--- src/rtl/i2s_receiver.sv ---
// I2S capture: oversamples bit_clk/frame_clk/data on clk and assembles
// stereo words, one-bit-delayed Philips framing, MSB first.
module i2s_receiver #(
  parameter int SAMPLE_WIDTH = 16,
  parameter int CNT_WIDTH    = 6
) (
  input  logic                    clk,
  input  logic                    reset,
  input  logic                    bit_clk,
  input  logic                    frame_clk,
  input  logic                    data,
  output logic [SAMPLE_WIDTH-1:0] sample_left,
  output logic [SAMPLE_WIDTH-1:0] sample_right,
  output logic                    sample_valid,
  output logic                    frame_error,
  output logic                    locked
);

  typedef enum logic {HUNT, RUN} state_t;

  localparam logic [CNT_WIDTH-1:0] CNT_MAX  = '1;
  localparam logic [CNT_WIDTH-1:0] WORD_LEN = CNT_WIDTH'(SAMPLE_WIDTH);

  state_t state_q, state_d;

  logic bclk_s1, bclk_s2, bclk_s3;
  logic ws_s1, ws_s2;
  logic d_s1, d_s2;
  logic ws_prev;

  logic [SAMPLE_WIDTH-1:0] shift_q, shift_ins;
  logic [CNT_WIDTH-1:0]    cnt_q, cnt_inc;
  logic                    bclk_rise, ws_edge, word_done;

  always_comb begin
    bclk_rise = bclk_s2 & ~bclk_s3;
    ws_edge   = bclk_rise && (ws_s2 != ws_prev);
    word_done = (state_q == RUN) && ws_edge;

    state_d = state_q;
    if (state_q == HUNT && ws_edge) state_d = RUN;

    // Bit k of a word lands at SAMPLE_WIDTH-1-k; bits past the buffer are dropped.
    shift_ins = shift_q;
    for (int i = 0; i < SAMPLE_WIDTH; i++) begin
      if (int'(cnt_q) == SAMPLE_WIDTH - 1 - i) shift_ins[i] = d_s2;
    end

    cnt_inc = (cnt_q == CNT_MAX) ? cnt_q : cnt_q + 1'b1;
  end

  always_ff @(posedge clk) begin
    if (reset) state_q <= HUNT;
    else       state_q <= state_d;
  end

  always_ff @(posedge clk) begin
    if (reset) begin
      bclk_s1      <= 1'b0;
      bclk_s2      <= 1'b0;
      bclk_s3      <= 1'b0;
      ws_s1        <= 1'b0;
      ws_s2        <= 1'b0;
      d_s1         <= 1'b0;
      d_s2         <= 1'b0;
      ws_prev      <= 1'b0;
      shift_q      <= '0;
      cnt_q        <= '0;
      sample_left  <= '0;
      sample_right <= '0;
      sample_valid <= 1'b0;
      frame_error  <= 1'b0;
      locked       <= 1'b0;
    end else begin
      bclk_s1      <= bit_clk;
      bclk_s2      <= bclk_s1;
      bclk_s3      <= bclk_s2;
      ws_s1        <= frame_clk;
      ws_s2        <= ws_s1;
      d_s1         <= data;
      d_s2         <= d_s1;
      sample_valid <= 1'b0;
      frame_error  <= 1'b0;

      if (bclk_rise) begin
        ws_prev <= ws_s2;
        if (state_q == HUNT) begin
          if (ws_edge) begin
            shift_q <= '0;
            cnt_q   <= '0;
            locked  <= 1'b1;
          end
        end else if (word_done) begin
          // Boundary bit belongs to the channel that just ended (ws_prev).
          if (ws_prev) begin
            sample_right <= shift_ins;
            sample_valid <= 1'b1;
          end else begin
            sample_left  <= shift_ins;
          end
          frame_error <= (cnt_inc != WORD_LEN);
          shift_q     <= '0;
          cnt_q       <= '0;
        end else begin
          shift_q <= shift_ins;
          cnt_q   <= cnt_inc;
        end
      end
    end
  end

endmodule

--- config.mk ---
export PLATFORM = sky130hd
export DESIGN_NAME = i2s_receiver
export DESIGN_NICKNAME = d
export VERILOG_FILES = /design/src/rtl/i2s_receiver.sv
export SDC_FILE = /design/constraint.sdc
export NUM_CORES = 1
export LEC_CHECK = 0
export CORE_MARGIN = 5
export CORE_UTILIZATION = 25
export DETAILED_ROUTE_END_ITERATION = 16
export SLEW_MARGIN = 40
export SYNTH_ARGS = -nofsm -noshare
export SYNTH_HDL_FRONTEND = slang
export SYNTH_SLANG_ARGS = --single-unit
--- constraint.sdc ---
create_clock -name clk -period 2.2 [get_ports clk]
set_clock_uncertainty 0.15 [all_clocks]
set_input_delay 0.55 -clock clk [delete_from_list [all_inputs] [get_ports clk]]
set_output_delay 0.55 -clock clk [all_outputs]
set_load 0.02 [all_outputs]
==> metrics.txt, run 1 <==
status finished, final reports clean; Critical-path top delay cell clkdlybuf4s50_1; # nets final 323; Final Hold Viols 0; crit end category output pin; CTS tree built; global-route wire length before repair 10660 um; Non-Filler Instances 454; Worst-path clk slew 0.07 ns; crit-path max FO 4; Largest delay share family, worst path buffers and inverters; pwr dens 678.0 nW/um2; dpl ws 0.1042 ns; Placer Congestion 0.7990; DR vias/cell 4.663; Setup WS post-layout 0.1291 ns; Core ar. 10370 um2; n_diodes 0; Synth Flop Type dfxtp_1; Buf+Inv Stages, Crit Path 1; initial antenna violation count 0; port buffer count 39; Cell Rows 37; clk_lat worst skew 0.34 ns; Post-CTS Resized 0; synth unique cells 42; number of enable flip-flop cells after synthesis 0; final instance area 3452 um2; HP Class reg -> reg; Detailed Place HPWL 4243 um; dpl cell area 3233 um2; Starting Density 25.75%; Yosys warnings 0; Req. time, crit path 1.50 ns; number of buffers inserted by hold repair at cts 0; io pins 40; Post-Synthesis Cells 277; Mean Syn Cell Area 9.639 um2; DR iter-0 viols 99; Yosys reg bits 65; WL final 6071 um; crit-path cells clkdlybuf4s50_1; number of max-cap violations 0; setup_tns 0 ns; RSZ-0062 raised after global routing false; Routed Antenna Nets 0; async set-reset flop share out of synthesis 0%; Tot GR Track Use 10.15%; Clock Tree Root clkbuf_8; H-tree Lvls 3; Slew @ Worst Pin 0.5772 ns; max-slew violations 0; largest net degree at the start of global routing 33; Setup-failing EPs final 0; placed cells 438; DIE HEIGHT 113.3 um; Synthesized Nets 287; VDD IR max 0.3050 mV; kind of critical path reg -> out; Synth-to-Final Area Change 29.29%; total power 2.341 mW; DRC Markers 0; Die ar. 12850 um2; fmax 482.9 MHz; Tmin final 2.071 ns; via count 2117; CTS sink cnt 65; Num CTS Buffers 9; critical path arrival 1.37 ns; Final period util 94.13%; sequential fraction of the synthesis area 48.73%; mapped cell area 2670 um2; Slowest Stage Delay on Critical Path 0.63 ns; postcts setup bufs 0; Clock Path Buffers 2; LEAKAGE 1.199 nW; DRT Pass-1 Iters 5; gr ovfl total 0; vias in the first global route 2183; Die W 113.3 um; CP Launch Type flip-flop; slew margin rel. 61.52%; ratio of cells with drive above 1 in the final layout 10.69%; Avg WL per Cell 13.37 um
-- flip-flops by register name, indices dropped and copies added, names as in the netlist --
register,flops
bclk_s1,1
bclk_s2,1
bclk_s3,1
cnt_q,6
d_s1,1
d_s2,1
frame_error,1
sample_left,16
sample_right,16
sample_valid,1
shift_q,16
state_q,1
ws_prev,1
ws_s1,1
ws_s2,1
-- logic make-up after synthesis --
| logic type | share of synthesized area, % |
|---|---|
| AND/OR/NAND/NOR | 17.76 |
| XOR/XNOR | 0.9374 |
| flip-flops | 48.73 |
| buffers and inverters | 4.405 |
| AO/OA/AOI/OAI | 19.03 |
| multiplexers | 6.795 |
| adder cells (fa/ha/maj) | 2.343 |
-- synthesized netlist by cell type (2+ instances only) --
cell | n | share of area [%]
buf_1 | 2 | 0.28
a31oi_1 | 2 | 0.47
nor2_1 | 35 | 4.9
nand3_1 | 14 | 2.6
ha_1 | 5 | 2.3
inv_1 | 4 | 0.56
o2bb2ai_1 | 15 | 4.9
nor4_1 | 2 | 0.47
nand4_1 | 5 | 1.2
buf_2 | 7 | 1.3
clkbuf_1 | 13 | 1.8
nand2_1 | 7 | 0.98
nand2b_1 | 2 | 0.47
a21oi_1 | 9 | 1.7
nor3_1 | 4 | 0.75
a211oi_1 | 33 | 9.3
mux2i_1 | 17 | 6.4
nor2_2 | 2 | 0.47
and2_1 | 2 | 0.47
nor2b_1 | 10 | 2.3
dfxtp_1 | 65 | 49
nor3b_2 | 2 | 0.94
-- where the power goes --
group	switching, mW	internal (mW)
combinational	0.0286	0.0193
sequential	0.00697	1.18
clock	0.466	0.637
-- worst paths after layout --
kind	from	end	slack [ns]	cells past startpoint
setup / recovery	state_q$_SDFFE_PP0P_	locked	0.13	1
hold / removal	bclk_s1$_SDFF_PP0_	bclk_s2$_SDFF_PP0_	0.28	1
setup reg to reg	ws_prev$_SDFFE_PP0P_	cnt_q[3]$_SDFFE_PP0P_	0.29	4
hold reg to reg	bclk_s1$_SDFF_PP0_	bclk_s2$_SDFF_PP0_	0.28	1
-- placed cells by master (no fill, tap or decap), types with 2 or more instances in the layout --
master           synthesis  layout
clkdlybuf4s50_1          0      39
nand2_1                  7       7
nand4_1                  5       5
clkbuf_8                 0       9
nor3b_4                  0       2
a31oi_1                  2       2
clkinv_2                 0       2
nor4_1                   2       2
nand2b_1                 2       2
o2bb2ai_1               15      15
nor3_1                   4       4
bufinv_16                0       2
nor2_2                   2       2
buf_4                    0       7
dfxtp_1                 65      65
ha_1                     5       5
a211oi_1                33      33
and2_1                   2       2
a21oi_1                  9       9
nand3_1                 14      14
clkinv_4                 0       2
nor2_1                  35      35
nor2b_1                 10      10
inv_1                    4       4
mux2i_1                 17      17
buf_12                   0       2
-- per-stage QoR --
stage               util (%)  hold WS (ns)
floorplan                  -        0.2638
global placement       31.18        0.2720
detailed placement     31.18        0.2777
CTS                    33.29        0.2887
global route           33.29        0.3103
finish                 33.29        0.2822
-- per-layer routing --
layer / part of all wire, % / up-vias / global-route usage (%) / routed length (um)
met5: 0 / - / 0 / 0
met4: 2.1 / 0 / 4.487 / 130
met3: 2.6 / 12 / 3.102 / 159
met2: 48 / 34 / 16.55 / 2933
met1: 47 / 983 / 12.32 / 2848
li1: - / 1088 / - / -
-- area by class of cell --
class | count | area [um2]
fill | 1097 | 6918
sequential | 65 | 1301
multi-input combinational | 185 | 1264
timing repair buffer | 48 | 483.0
tap | 136 | 170.2
clock buffer | 9 | 123.9
clock inverter | 7 | 95.09
inverter | 4 | 15.01
Power figures use the tool's default switching activity.
==> run 2: changes to the inputs <==
- MAX_ROUTING_LAYER: not set -> met4
==> metrics.txt, run 2 (synthesis gave the netlist of run 1 again) <==
Worst-path clk slew 0.07 ns (about the same); DRC Markers 0 (unchanged); Die W 113.3 um (unchanged); postcts setup bufs 0 (unchanged); crit path from state_q$_SDFFE_PP0P_; via count 2130 (+0.61%); pwr dens 677.1 nW/um2 (-0.13%); status finished, final reports clean; global-route wire length before repair 10670 um (about the same); number of buffers inserted by hold repair at cts 0 (unchanged); CTS sink cnt 65 (unchanged); Synth-to-Final Area Change 29.29% (unchanged); initial antenna violation count 0 (unchanged); most common cell after layout, fill and taps aside dfxtp_1; Detailed Place HPWL 4243 um (unchanged); Post-CTS Resized 0 (unchanged); fmax 483.0 MHz (about the same); reg-to-reg endpoint cnt_q[3]$_SDFFE_PP0P_; gr ovfl total 0 (unchanged); Final Hold Viols 0 (unchanged); Placer Congestion 0.8105 (+1.4%); setup_tns 0 ns (unchanged); Setup-failing EPs final 0 (unchanged); DR vias/cell 4.692 (+0.61%); ratio of cells with drive above 1 in the final layout 10.69% (unchanged); Num CTS Buffers 9 (unchanged); n_diodes 0 (unchanged); slew margin rel. 61.15% (-0.37 points); Die ar. 12850 um2 (unchanged); Final period util 94.11% (about the same); Tmin final 2.070 ns (-0.0004990 ns); Hold Path End bclk_s2$_SDFF_PP0_; Clock Path Buffers 2 (unchanged); Core ar. 10370 um2 (unchanged); Clock Tree Root clkbuf_8; Tot GR Track Use 10.45% (+0.30 points); CP Launch Type flip-flop; DRT Pass-1 Iters 4 (-1); clk_lat worst skew 0.33 ns (about the same); # nets final 323 (unchanged); crit end category output pin; CTS tree built; kind of critical path reg -> out; Cell Rows 37 (unchanged); Req. time, crit path 1.50 ns (about the same); Largest regs sample_left (16), sample_right (16), shift_q (16); H-tree Lvls 3 (unchanged); total power 2.338 mW (-0.13%); port buffer count 39 (unchanged); Routed Antenna Nets 0 (unchanged); number of max-cap violations 0 (unchanged); Largest delay share family, worst path buffers and inverters; io pins 40 (unchanged); R2R Path Start ws_prev$_SDFFE_PP0P_; vias in the first global route 2182 (-0.046%); crit-path max FO 4 (unchanged); DIE HEIGHT 113.3 um (unchanged); max-slew violations 0 (unchanged); crit-path cells clkdlybuf4s50_1; most frequent cells in the layout dfxtp_1, clkdlybuf4s50_1, nor2_1, a211oi_1, mux2i_1; hold path depth 1 (unchanged); WL final 6070 um (about the same); RSZ-0062 raised after global routing false; critical path arrival 1.37 ns (about the same); Worst R2R Setup Slack 0.29 ns (about the same); DR iter-0 viols 107 (+8.1%); Worst Reg-to-Reg Cells 4 (unchanged); VDD IR max 0.3049 mV (about the same); LEAKAGE 1.199 nW (unchanged); Starting Density 25.75% (unchanged); Critical-path top delay cell clkdlybuf4s50_1; worst hold start bclk_s1$_SDFF_PP0_; Slowest Stage Delay on Critical Path 0.63 ns (about the same); HP Class reg -> reg; Avg WL per Cell 13.37 um (about the same); Slew @ Worst Pin 0.5827 ns (+0.005536 ns); largest net degree at the start of global routing 33 (unchanged); Buf+Inv Stages, Crit Path 1 (unchanged)
## run 2: cell counts in the layout (fill, tap and decap cells not counted)
No cell type changed its count.
## run 2: worst max path at each step
stage | endpoint | slack (ns) | cells past startpoint
final | locked | 0.13 | 1
after global placement | cnt_q[3]$_SDFFE_PP0P_ | 0.13 | 4
after detailed placement | cnt_q[3]$_SDFFE_PP0P_ | 0.10 | 4
after floorplan | sample_right[0]$_SDFFE_PP0P_ | 0.44 | 6
after global routing | locked | 0.04 | 1
after CTS | locked | 0.1 | 1
## run 2: layer usage
metal | GRT usage [%] | routed length (um)
met5 | - | 0
met3 | 2.995 | 138
met2 | 16.47 | 2918
met1 | 12.46 | 2891
met4 | 4.487 | 121
## run 2: power breakdown
part	internal, mW	switching (mW)
Combinational	0.0193	0.0286
Sequential	1.18	0.00692
Clock	0.637	0.463
## run 2: final cells by class
class	instances	area (um2)
Clock buffer	9	123.9
Fill cell	1097	6918
Clock inverter	7	95.09
Timing Repair Buffer	48	483.0
Multi-Input combinational cell	185	1264
Sequential cell	65	1301
Inverter	4	15.01
Tap cell	136	170.2
## run 2: stage by stage
stage	setup WS [ns]	instance area (um2)	cells	util, %	hold slack (ns)
2_1_floorplan	0.4398	2670	277	-	0.2638
3_3_place_gp	0.1319	3233	438	31.18	0.2720
3_5_place_dp	0.1042	3233	438	31.18	0.2777
4_1_cts	0.09691	3452	454	33.29	0.2887
5_1_grt	0.04069	3452	454	33.29	0.3103
6_report	0.1296	3452	454	33.29	0.2821
==> edit 1: new RTL, config.mk and constraints of run 2 <==
Change the parameter `CNT_WIDTH` from 6 to 7.
--- a/src/rtl/i2s_receiver.sv
+++ b/src/rtl/i2s_receiver.sv
@@ -4,3 +4,3 @@
   parameter int SAMPLE_WIDTH = 16,
-  parameter int CNT_WIDTH    = 6
+  parameter int CNT_WIDTH    = 7
 ) (
Formal check against the unedited RTL: same outputs for any inputs over 10 cycles, from zero or initial values and one cycle with reset high; that may be too few to reach the edited logic, so the function may still have changed.
==> edit 1 against run 2 <==
  * Sequential cell count grew 1
  * Synthesized area rose by 7.4%
  * Worst setup slack worse by 0.012 ns
  * Design area grew 7.7%
  * Utilization is 0.45 points lower
  * Routed wire length rose by 10%
  * Non-clock buffer count unchanged
  * Critical path depth unchanged
  * Power grew 17%
  * Count of clock-buffer cells in the layout increased by 1
  * Largest cell class is now multi-input combinational cells
  * Largest power group is now clock
  * Highest routed layer unchanged
==> edit 1: results (changes against run 2) <==
Worst setup path
  – Worst reg2reg path depth: 5 (was 4)
  – CP peak stage delay: 0.65 ns (was 0.63 ns)
  – RR Startpoint: cnt_q[1] (was ws_prev)
  – Reg-to-reg slack, setup: 0.21 ns (was 0.29 ns)
  – Critical R2R Capture: sample_right[0] (was cnt_q[3])

Route
  – Wl on met1: 3239 um (was 2891 um)
  – Vias per Instance: 4.767 (was 4.692)
  – DR top layer: met4 (unchanged)
  – Routed wl met3: 311 um (was 138 um)
  – Initial DRC count: 129 (was 107)
  – Average wire per standard cell: 13.95 um (was 13.37 um)
  – Routed met2 length: 3091 um (was 2918 um)

Global route
  – Vias in the first global route: 2245 (was 2182)
  – Gr usage total: 0.1052 (was 0.1045)
  – GRT met1 Usage: 0.1376 (was 0.1246)
  – First-pass GRT wire length: 11200 um (was 10670 um)
  – M2 GR Usage: 0.1593 (was 0.1647)
  – Largest net degree at the start of global routing: 38 (was 33)
  – Met3 GRT Util: 0.03239 (was 0.02995)

Logic synthesis
  – Post-synth top cells: 66 x dfxtp_1, 39 x nor2_1, 36 x a211oi_1, 23 x o2bb2ai_1, 21 x nand2_1 (was 65 x dfxtp_1, 35 x nor2_1, 33 x a211oi_1, 17 x mux2i_1, 15 x o2bb2ai_1)
  – Post-synthesis xor/xnor area fraction: 0.005672 (was 0.009372)
  – Mux cell area share after synthesis: 0.05934 (was 0.06795)
  – Post-synth net total: 306 (was 287)
  – Synth Area in Compound Gates: 0.2229 (was 0.1903)
  – Sequential fraction of the synthesis area: 0.4607 (was 0.4873)
  – Adder-cell area share of the yosys netlist: 0.01745 (was 0.02343)
  – Synth warn: 0 (unchanged)
  – Top cells by area, synth: dfxtp_1 46%, a211oi_1 9.4%, o2bb2ai_1 7.0%, mux2i_1 5.9%, nor2_1 5.1% (was dfxtp_1 49%, a211oi_1 9.3%, mux2i_1 6.4%, nor2_1 4.9%, o2bb2ai_1 4.9%)
  – Library cells used by synthesis: 42 (unchanged)

Worst hold path
  – Hold Crit Class: register to register (unchanged)
  – Hold Path End: bclk_s2 (unchanged)
  – Min-Delay Path Depth: 1 (unchanged)
  – Hold wc startpoint: bclk_s1 (unchanged)

Place
  – Routability cong.: 0.7659 (was 0.8105)
  – Post-DP HPWL: 4583 um (was 4243 um)
  – PortBufs: 39 (unchanged)

Finish
  – Fill cells: 1165 (was 1097)
  – Layout cell share with drive strength beyond 1: 0.1009 (was 0.1069)
  – Nets: 341 (was 323)

Run status
  – Status: finished clean (unchanged)

Power
  – Worst vdd ir: 0.0004406 V (was 0.0003049 V)
  – LEAKAGE: 1.258 nW (was 1.199 nW)

Clocking
  – Root cell of the clock tree: clkbuf_16 (was clkbuf_8)
  – H-tree level count: 3 (unchanged)
  – Cts bufs inserted: 9 (unchanged)

STA
  – Worst slew pin tran: 0.5848 ns (was 0.5827 ns)
edit 1: changes by cell type after synthesis, moves of 3 or more:
cell	before	now
a2bb2oi_1	0	3
o22ai_1	1	6
clkbuf_1	13	10
buf_2	7	11
nor2_1	35	39
nand3_1	14	3
o2bb2ai_1	15	23
a211oi_1	33	36
nand2_1	7	21
a21oi_1	9	2
edit 1: through the flow:
step                std cells  setup slack, ns  power, mW  hold WS [ns]  area [sq um]
floorplan                 297           0.4121      1.274        0.2638          2868
finish                    480           0.1175      2.739        0.2853          3717
detailed placement        464           0.1449      1.296        0.2718          3397
global route              480          0.04003      2.834        0.3093          3717
global placement          464           0.2298      1.295        0.2706          3397
CTS                       480          0.08767      2.767        0.2869          3709
edit 1: how the worst max path moves through the flow:
stage / startpoint / end / slack, ns
finish: state_q / locked / 0.12
global route: cnt_q[1] / sample_right[0] / 0.04
CTS: state_q / locked / 0.09
detailed placement: cnt_q[1] / sample_right[0] / 0.14
global placement: cnt_q[1] / sample_right[0] / 0.23
floorplan: cnt_q[0] / sample_right[9] / 0.41
edit 1: worst reg2reg max path, cell delays in order (launching register included):
cell	delay (ns)
dfxtp_1	0.46
ha_1	0.36
nor4b_4	0.35
nand2_1	0.17
mux2i_1	0.17
a211oi_1	0.25
edit 1: power breakdown:
| group | total (mW) | internal [mW] | switching [mW] |
|---|---|---|---|
| registers | 1.21 | 1.20 | 0.00397 |
| logic | 0.0628 | 0.0249 | 0.0379 |
| clock network | 1.47 | 0.919 | 0.551 |
| total | 2.74 | 2.15 | 0.593 |
edit 1: area by class of cell:
type,count,area share
Multi-Input combinational cell,201,0.3847
Sequential cell,66,0.3554
Timing Repair Buffer,48,0.1218
Clock buffer,10,0.06429
Tap cell,143,0.04813
Clock inverter,6,0.01952
Inverter,6,0.006059
==> edit 2: new RTL, flow settings as in run 2 <==
Made on the original files. Register the input `data` before use, without a reset. The logic sees it one clock later.
--- a/src/rtl/i2s_receiver.sv
+++ b/src/rtl/i2s_receiver.sv
@@ -22,2 +22,8 @@
   localparam logic [CNT_WIDTH-1:0] WORD_LEN = CNT_WIDTH'(SAMPLE_WIDTH);
+
+  logic data_q;
+
+  always_ff @(posedge clk) begin
+    data_q <= data;
+  end
 
@@ -79,3 +85,3 @@
       ws_s2        <= ws_s1;
-      d_s1         <= data;
+      d_s1         <= data_q;
       d_s2         <= d_s1;
Formal check against the unedited RTL: not equivalent (a bounded check fails within 10 cycles, from zero or initial values and one cycle with reset high).
==> edit 2 against run 2 <==
  * Highest routed layer unchanged
  * Hold slack better by 0.0036 ns
  * Sequential cell count is 1 higher
  * Largest cell class is now multi-input combinational cells
  * Worst setup slack worse by 0.048 ns
  * Design area is 6.3% higher
  * Routed wire length up 9.5%
  * Critical path type unchanged
  * Power grew 19%
  * First-iteration DRC count down 4.7%
  * Synthesized area is 7.4% higher
==> edit 2: results (changes against run 2) <==
Run status
  – Status: finished clean (unchanged)

Global route
  – Vias in the first global route: 2308 (was 2182)
  – Met3 GRT Util: 0.03599 (was 0.02995)
  – M2 GR Usage: 0.1653 (was 0.1647)
  – First-pass GRT wire length: 11050 um (was 10670 um)
  – Largest net degree at the start of global routing: 25 (was 33)

Route
  – Wl on met1: 3181 um (was 2891 um)
  – Via Count: 2332 (was 2130)
  – Routed met2 length: 3158 um (was 2918 um)
  – Routed wl met3: 265 um (was 138 um)
  – Initial DRC count: 102 (was 107)

Power
  – Worst vdd ir: 0.0003591 V (was 0.0003049 V)
  – LEAKAGE: 1.402 nW (was 1.199 nW)

Logic synthesis
  – Post-synthesis xor/xnor area fraction: 0.01265 (was 0.009372)
  – Post-synthesis cell count: 320 (was 277)
  – Post-synth net total: 330 (was 287)
  – Top cells by area, synth: dfxtp_1 46%, nor2_1 9.0%, mux2_2 5.9%, nor3_1 5.8%, a22o_1 3.7% (was dfxtp_1 49%, a211oi_1 9.3%, mux2i_1 6.4%, nor2_1 4.9%, o2bb2ai_1 4.9%)
  – Synth Area in Compound Gates: 0.1047 (was 0.1903)
  – Sequential fraction of the synthesis area: 0.4607 (was 0.4873)

Finish
  – Fill cells: 1174 (was 1097)
  – Final Non-Filler Cells: 503 (was 454)

Place
  – Routability cong.: 0.8651 (was 0.8105)
  – Placed Instance Area: 3349 sq um (was 3233 sq um)
  – Pre-CTS WS: 0.2493 ns (was 0.1042 ns)
  – Post-DP HPWL: 4657 um (was 4243 um)

Worst setup path
  – CP peak stage delay: 0.66 ns (was 0.63 ns)
  – Crit path arrival time: 1.42 ns (was 1.37 ns)
[edit 2: final cells by class]
class / instances / area, sq um / share of cell area
sequential: 66 / 1321 / 0.3600
inverter: 3 / 11.26 / 0.003069
multi-input combinational: 227 / 1385 / 0.3774
clock inverter: 6 / 91.34 / 0.02489
clock buffer: 10 / 229.0 / 0.06239
timing repair buffer: 48 / 452.9 / 0.1234
tap: 143 / 178.9 / 0.04876
[edit 2: power groups by stage]
stage,registers [mW],clock network [mW],logic (mW)
final,1.21,1.52,0.0488
after CTS,1.21,1.56,0.0499
after detailed placement,1.24,0,0.0496
after floorplan,1.23,0,0.0432
after global routing,1.21,1.62,0.0541
after global placement,1.24,0,0.0493
[edit 2: worst paths after layout]
check,from,to,slack [ns],cells after the start
setup / recovery,state_q,locked,0.08,1
hold / removal,ws_s1,ws_s2,0.29,1
setup reg to reg,cnt_q[1],frame_error,0.22,6
hold reg to reg,ws_s1,ws_s2,0.29,1
